==> src/rtl/bits_pkg.sv <==
// Shared constants and tag type for the bits converter sequencer.
// The tag follows each converter request so its output can be attributed to a requester.
package bits_pkg;
  localparam int WORD_W   = 32;
  localparam int LEN_W    = 4;
  localparam int CAP_BITS = 1024;
  localparam int FILL_W   = 11;
  localparam int CONV_LAT = 2;
  localparam int NREQ     = 2;
  localparam int ID_W     = (NREQ > 1) ? $clog2(NREQ) : 1;

  typedef struct packed {
    logic             req;
    logic [ID_W-1:0]  id;
    logic [LEN_W-1:0] len;
  } tag_t;

  function automatic logic [FILL_W-1:0] len2fill(input logic [LEN_W-1:0] len);
    return FILL_W'(len);
  endfunction
endpackage

==> src/rtl/bits_rr_arb.sv <==
// Round-robin arbiter: combinational one-hot grant from an eligibility mask, no backpressure.
// The search pointer advances past the winner; it holds when nothing is granted.
module bits_rr_arb #(
  parameter int N  = 2,
  parameter int IW = (N > 1) ? $clog2(N) : 1
) (
  input  logic          clk,
  input  logic          rst,
  input  logic [N-1:0]  elig_i,
  output logic [N-1:0]  grant_o,
  output logic [IW-1:0] idx_o,
  output logic          vld_o
);
  logic [IW-1:0] rr_q, rr_d;

  always_comb begin
    int            cand_i;
    logic [IW-1:0] cand;
    grant_o = '0;
    idx_o   = '0;
    vld_o   = 1'b0;
    rr_d    = rr_q;
    cand_i  = 0;
    cand    = '0;
    for (int k = 0; k < N; k++) begin
      cand_i = int'(rr_q) + k;
      if (cand_i >= N) cand_i = cand_i - N;
      cand = IW'(cand_i);
      if (!vld_o && elig_i[cand]) begin
        vld_o = 1'b1;
        idx_o = cand;
      end
    end
    if (vld_o) begin
      grant_o[idx_o] = 1'b1;
      rr_d = (int'(idx_o) + 1 >= N) ? '0 : idx_o + 1'b1;
    end
  end

  always_ff @(posedge clk) begin
    if (rst) rr_q <= '0;
    else     rr_q <= rr_d;
  end
endmodule

==> src/rtl/bits_sched.sv <==
// Word/request sequencer for the bits converter: fill tracking, arbitration, drive regs, tags.
// Decision to converter input is 1 cycle, response 3 cycles; win_ready drops when a word would overflow.
module bits_sched
  import bits_pkg::*;
(
  input  logic                    clk,
  input  logic                    rst,
  input  logic                    win_valid,
  input  logic [WORD_W-1:0]       win_data,
  output logic                    win_ready,
  input  logic [NREQ-1:0]         rq_valid,
  input  logic [NREQ*LEN_W-1:0]   rq_len,
  output logic [NREQ-1:0]         rq_grant,
  output logic                    conv_pushin,
  output logic [WORD_W-1:0]       conv_datain,
  output logic                    conv_reqin,
  output logic [LEN_W-1:0]        conv_reqlen,
  input  logic                    conv_pushout,
  input  logic [LEN_W-1:0]        conv_lenout,
  output logic                    rsp_valid,
  output logic [ID_W-1:0]         rsp_id,
  output logic [LEN_W-1:0]        rsp_len,
  output logic [FILL_W-1:0]       fill,
  output logic                    err
);
  logic [FILL_W-1:0] fill_q, fill_d;
  logic              push;
  logic [NREQ-1:0]   elig;
  logic              gnt_vld;
  logic [ID_W-1:0]   gnt_idx;
  logic [LEN_W-1:0]  gnt_len;

  logic              pushin_q;
  logic [WORD_W-1:0] datain_q;
  logic              reqin_q;
  logic [LEN_W-1:0]  reqlen_q;
  logic [ID_W-1:0]   reqid_q;
  tag_t              tag_q [CONV_LAT];
  tag_t              tail;
  logic              err_q, err_d;

  assign win_ready = (fill_q <= FILL_W'(CAP_BITS - WORD_W));
  assign push      = win_valid && win_ready;

  // Eligibility uses pre-push fill; reset masks len-0 requests that would otherwise win at fill 0.
  always_comb begin
    elig = '0;
    for (int i = 0; i < NREQ; i++) begin
      elig[i] = !rst && rq_valid[i] && (len2fill(rq_len[i*LEN_W +: LEN_W]) <= fill_q);
    end
  end

  bits_rr_arb #(.N(NREQ), .IW(ID_W)) u_arb (
    .clk     (clk),
    .rst     (rst),
    .elig_i  (elig),
    .grant_o (rq_grant),
    .idx_o   (gnt_idx),
    .vld_o   (gnt_vld)
  );

  assign gnt_len = gnt_vld ? rq_len[gnt_idx*LEN_W +: LEN_W] : '0;
  assign fill_d  = fill_q + (push ? FILL_W'(WORD_W) : '0) - len2fill(gnt_len);

  always_ff @(posedge clk) begin
    if (rst) begin
      fill_q   <= '0;
      pushin_q <= 1'b0;
      datain_q <= '0;
      reqin_q  <= 1'b0;
      reqlen_q <= '0;
      reqid_q  <= '0;
      for (int s = 0; s < CONV_LAT; s++) tag_q[s] <= '0;
      err_q    <= 1'b0;
    end else begin
      fill_q   <= fill_d;
      pushin_q <= push;
      datain_q <= push ? win_data : '0;
      reqin_q  <= gnt_vld;
      reqlen_q <= gnt_len;
      reqid_q  <= gnt_vld ? gnt_idx : '0;
      tag_q[0] <= '{req: reqin_q, id: reqid_q, len: reqlen_q};
      for (int s = 1; s < CONV_LAT; s++) tag_q[s] <= tag_q[s-1];
      err_q    <= err_d;
    end
  end

  assign tail  = tag_q[CONV_LAT-1];
  assign err_d = err_q
               | (conv_pushout != tail.req)
               | (conv_pushout && tail.req && (conv_lenout != tail.len));

  assign conv_pushin = pushin_q;
  assign conv_datain = datain_q;
  assign conv_reqin  = reqin_q;
  assign conv_reqlen = reqlen_q;
  assign rsp_valid   = conv_pushout;
  assign rsp_id      = tail.id;
  assign rsp_len     = conv_lenout;
  assign fill        = fill_q;
  assign err         = err_q;

  fill_in_range: assert property (@(posedge clk) disable iff (rst) fill_q <= FILL_W'(CAP_BITS));
endmodule

==> config.mk <==
export PLATFORM = sky130hd
export DESIGN_NAME = bits_sched
export DESIGN_NICKNAME = d
export VERILOG_FILES = /design/src/rtl/bits_pkg.sv /design/src/rtl/bits_rr_arb.sv /design/src/rtl/bits_sched.sv
export SDC_FILE = /design/constraint.sdc
export NUM_CORES = 1
export LEC_CHECK = 0
export ABC_AREA = 1
export CORE_MARGIN = 5
export CORE_UTILIZATION = 48
export DETAILED_ROUTE_END_ITERATION = 10
export MAX_ROUTING_LAYER = met4
export PLACE_DENSITY = 0.85
export SETUP_SLACK_MARGIN = 0.05
export SYNTH_ARGS = -nofsm -noshare
export SYNTH_HDL_FRONTEND = slang
export SYNTH_SLANG_ARGS = --single-unit
==> constraint.sdc <==
create_clock -name clk -period 9.2 [get_ports clk]
set_clock_uncertainty 0.1 [all_clocks]
set_input_delay 1.84 -clock clk [delete_from_list [all_inputs] [get_ports clk]]
set_output_delay 1.84 -clock clk [all_outputs]
set_load 0.05 [all_outputs]
==> flow_summary.toml <==
[logic_synthesis]
synth_common_cells = "82 x inv_1, 64 x dfxtp_1, 53 x nor2_1"
async_flop_share_pct = 0
synth.area.top_cells = "dfxtp_1 43%, ha_1 13%, inv_1 10%, nor2_1 6.6%, nand2_1 5.6%"
synth_flop_cell = "dfxtp_1"
yosysTopAreaCell = "dfxtp_1"
ys_warn_count = 0
synth.top_cell.area_share_pct = 42.56
avgSynthCellArea_um2 = 8.092
synth_area_um2 = 3010
synth_fp_nets = 454
synth_edf_count = 0
ys_seq_elements = 64
syn-instance-count = 372
ys_types = 31
post-synth-top-count-cell = "inv_1"
ys_seq_area_share_pct = 42.56

[min_path]
whs_path_depth = 2
min_from = "tag_q[0][0]"
hold_class = "reg2reg"

[routing]
drc_errors = 0
highest_layer = "met4"
wl_met2_um = 3959
wl_met3_um = 566
num_vias = 2639
drtIter0Drc = 109
m1WireLength_um = 2856
routed_via_density = 4.704
antenna_left = 0
drt-pass1-iter-count = 4
routed_wl_um = 7573
wire_per_inst_um = 13.50

[cts]
clock-sinks = 64
cts_buffer_depth = 2
hold_buffers = 0
htreeDepth = 3
root_buffer = "clkbuf_8"
cts_tree = "done"
cts_resized = 0
clk_latency_ns = 0.34
cts_setup_buffers = 0
cts_buffers = 9
clk_pin_slew_worst_paths_ns = 0.07

[worst_setup_path]
crit_path_end_kind = "output pin"
cp.required_ns = 7.26
start_kind = "input pin"
worstPathMaxFanout = 19
worst-endpoint-arrival_ns = 4.31
crit_start = "rst"
r2r_cells = 19
critPathKind = "in2out"
timing.rr.start = "fill[2]"

[grt]
grt_overflow_total = 0
grt_usage_pct = 20.09
grt_pass1_vias = 2640
grt_pass1_wl_um = 11750
antenna_found_initial = 0
grt_max_degree = 34

[power_and_ir_drop]
peakVddDrop_mv = 0.2678
power_frac_comb_pct = 48.8
swShare_pct = 43.49
p_sw_uw = 563.9
seq_power_share_pct = 27.3
leakagePower_nw = 2.086
intPower_uw = 732.8
clkPwrFrac_pct = 23.9
p_per_area_nw_per_um2 = 297.6

[timing]
layout_worst_path_cycle_share_pct = 67.96
fin_tns_setup_ns = 0
layout_min_cycle_time_ns = 6.253
finalMaxSlewViolations = 0
setup-violations-final = 0
worstMarginPinSlew_ns = 0.6952
rsz0062_at_grt = "no"
hold_viol = 0
slew_headroom_pct = 53.51
timing.fmax_mhz = 159.9

[finish]
final_area_um2 = 4358
n_antenna_cell = 0
finish.net_count = 563
syn_to_final_growth_pct = 44.76
drive_gt1_share_pct = 9.465
post-route-util_pct = 72.32
n_fill_cell = 429

[die]
num_rows = 28
num_io_pins = 109
die_area_um2 = 7956
die_h_um = 89.20
core_area_um2 = 6026
fp.dieW_um = 89.20
start_util_pct = 49.96

[place]
postPlaceCellArea_um2 = 4105
place.gp.congestion = 0.8938
portBuffers = 108
dpl.hpwl_um = 5711

[run_status]
run_status = "complete, no violations"

[flow_run]
cap_violations = 0
-- flip-flops by register name (all words and copies together) (netlist names) --
register,cells
conv_datain,32
tag_q,12
fill,11
conv_reqlen,4
conv_pushin,1
conv_reqin,1
err,1
reqid_q,1
u_arb.rr_q,1
-- critical path, stage by stage --
cell             delay, ns
clkdlybuf4s50_1       0.77
inv_2                 0.36
nand2_1               0.14
a21oi_4               0.21
nand2_4               0.12
clkinv_2              0.07
clkdlybuf4s50_1       0.79
-- area by class of cell --
| cell class | instances | area, um2 | area share, % |
|---|---|---|---|
| Multi-Input combinational cell | 212 | 1325 | 30.40 |
| Sequential cell | 64 | 1281 | 29.40 |
| Timing Repair Buffer | 108 | 1081 | 24.81 |
| Inverter | 86 | 324.1 | 7.436 |
| Clock buffer | 10 | 137.6 | 3.158 |
| Clock inverter | 6 | 115.1 | 2.641 |
| Tap cell | 75 | 93.84 | 2.153 |
-- power by group through the flow --
| stage | registers, mW | clock network (mW) | logic [mW] |
|---|---|---|---|
| final | 0.355 | 0.309 | 0.633 |
| after detailed placement | 0.361 | 0 | 0.627 |
| after global routing | 0.361 | 0.322 | 0.699 |
| after floorplan | 0.483 | 0 | 0.333 |
| after CTS | 0.356 | 0.311 | 0.632 |
| after global placement | 0.360 | 0 | 0.616 |
-- path summary, 6_finish.rpt --
check | end | slack, ns
hold reg to reg | tag_q[0][6] | 0.32
setup / recovery | rq_grant[1] | 2.95
hold / removal | tag_q[0][6] | 0.32
setup reg to reg | fill[7] | 5.60
-- metal layers --
metal  GRT usage (%)  vias to the layer above
met2           36.64                       94
met3           3.779                       17
met1           20.58                     1192
met5               -                        -
met4           9.472                        0
li1                -                     1336
-- layout by cell type (no fill, tap or decap), types with 2 or more instances in the layout --
| cell | n |
|---|---|
| a21oi_1 | 18 |
| bufinv_16 | 3 |
| clkbuf_8 | 10 |
| clkdlybuf4s50_1 | 108 |
| dfxtp_1 | 64 |
| ha_1 | 31 |
| inv_1 | 82 |
| inv_2 | 3 |
| nand2_1 | 45 |
| nand2_2 | 5 |
| nand2_4 | 2 |
| nand3_1 | 13 |
| nand3_4 | 2 |
| nand3b_1 | 2 |
| nand4_1 | 5 |
| nor2_1 | 53 |
| nor2_2 | 10 |
| nor2_4 | 3 |
| o21ai_0 | 11 |
| xnor2_1 | 3 |
-- stage by stage --
stage | worst slack, ns | hold slack (ns) | std cells | total power [mW]
floorplan | 3.908 | 0.2883 | 372 | 0.8151
global placement | 3.004 | 0.2889 | 545 | 0.9765
detailed placement | 2.987 | 0.2969 | 545 | 0.9887
CTS | 2.959 | 0.3233 | 561 | 1.298
global route | 2.797 | 0.3383 | 561 | 1.382
finish | 2.947 | 0.3162 | 561 | 1.297
-- cell families (layout without fill, tap and decap cells) --
kind of cell             after synthesis  count (layout)  share of synthesized area (%)
buffers and inverters                 96             210                          13.42
adder cells (fa/ha/maj)               32              32                          13.55
AND/OR/NAND/NOR                      144             144                          23.48
AO/OA/AOI/OAI                         32              32                          5.819
flip-flops                            64              64                          42.56
XOR/XNOR                               4               4                          1.164
No activity file was read; power rests on OpenSTA's default activity.
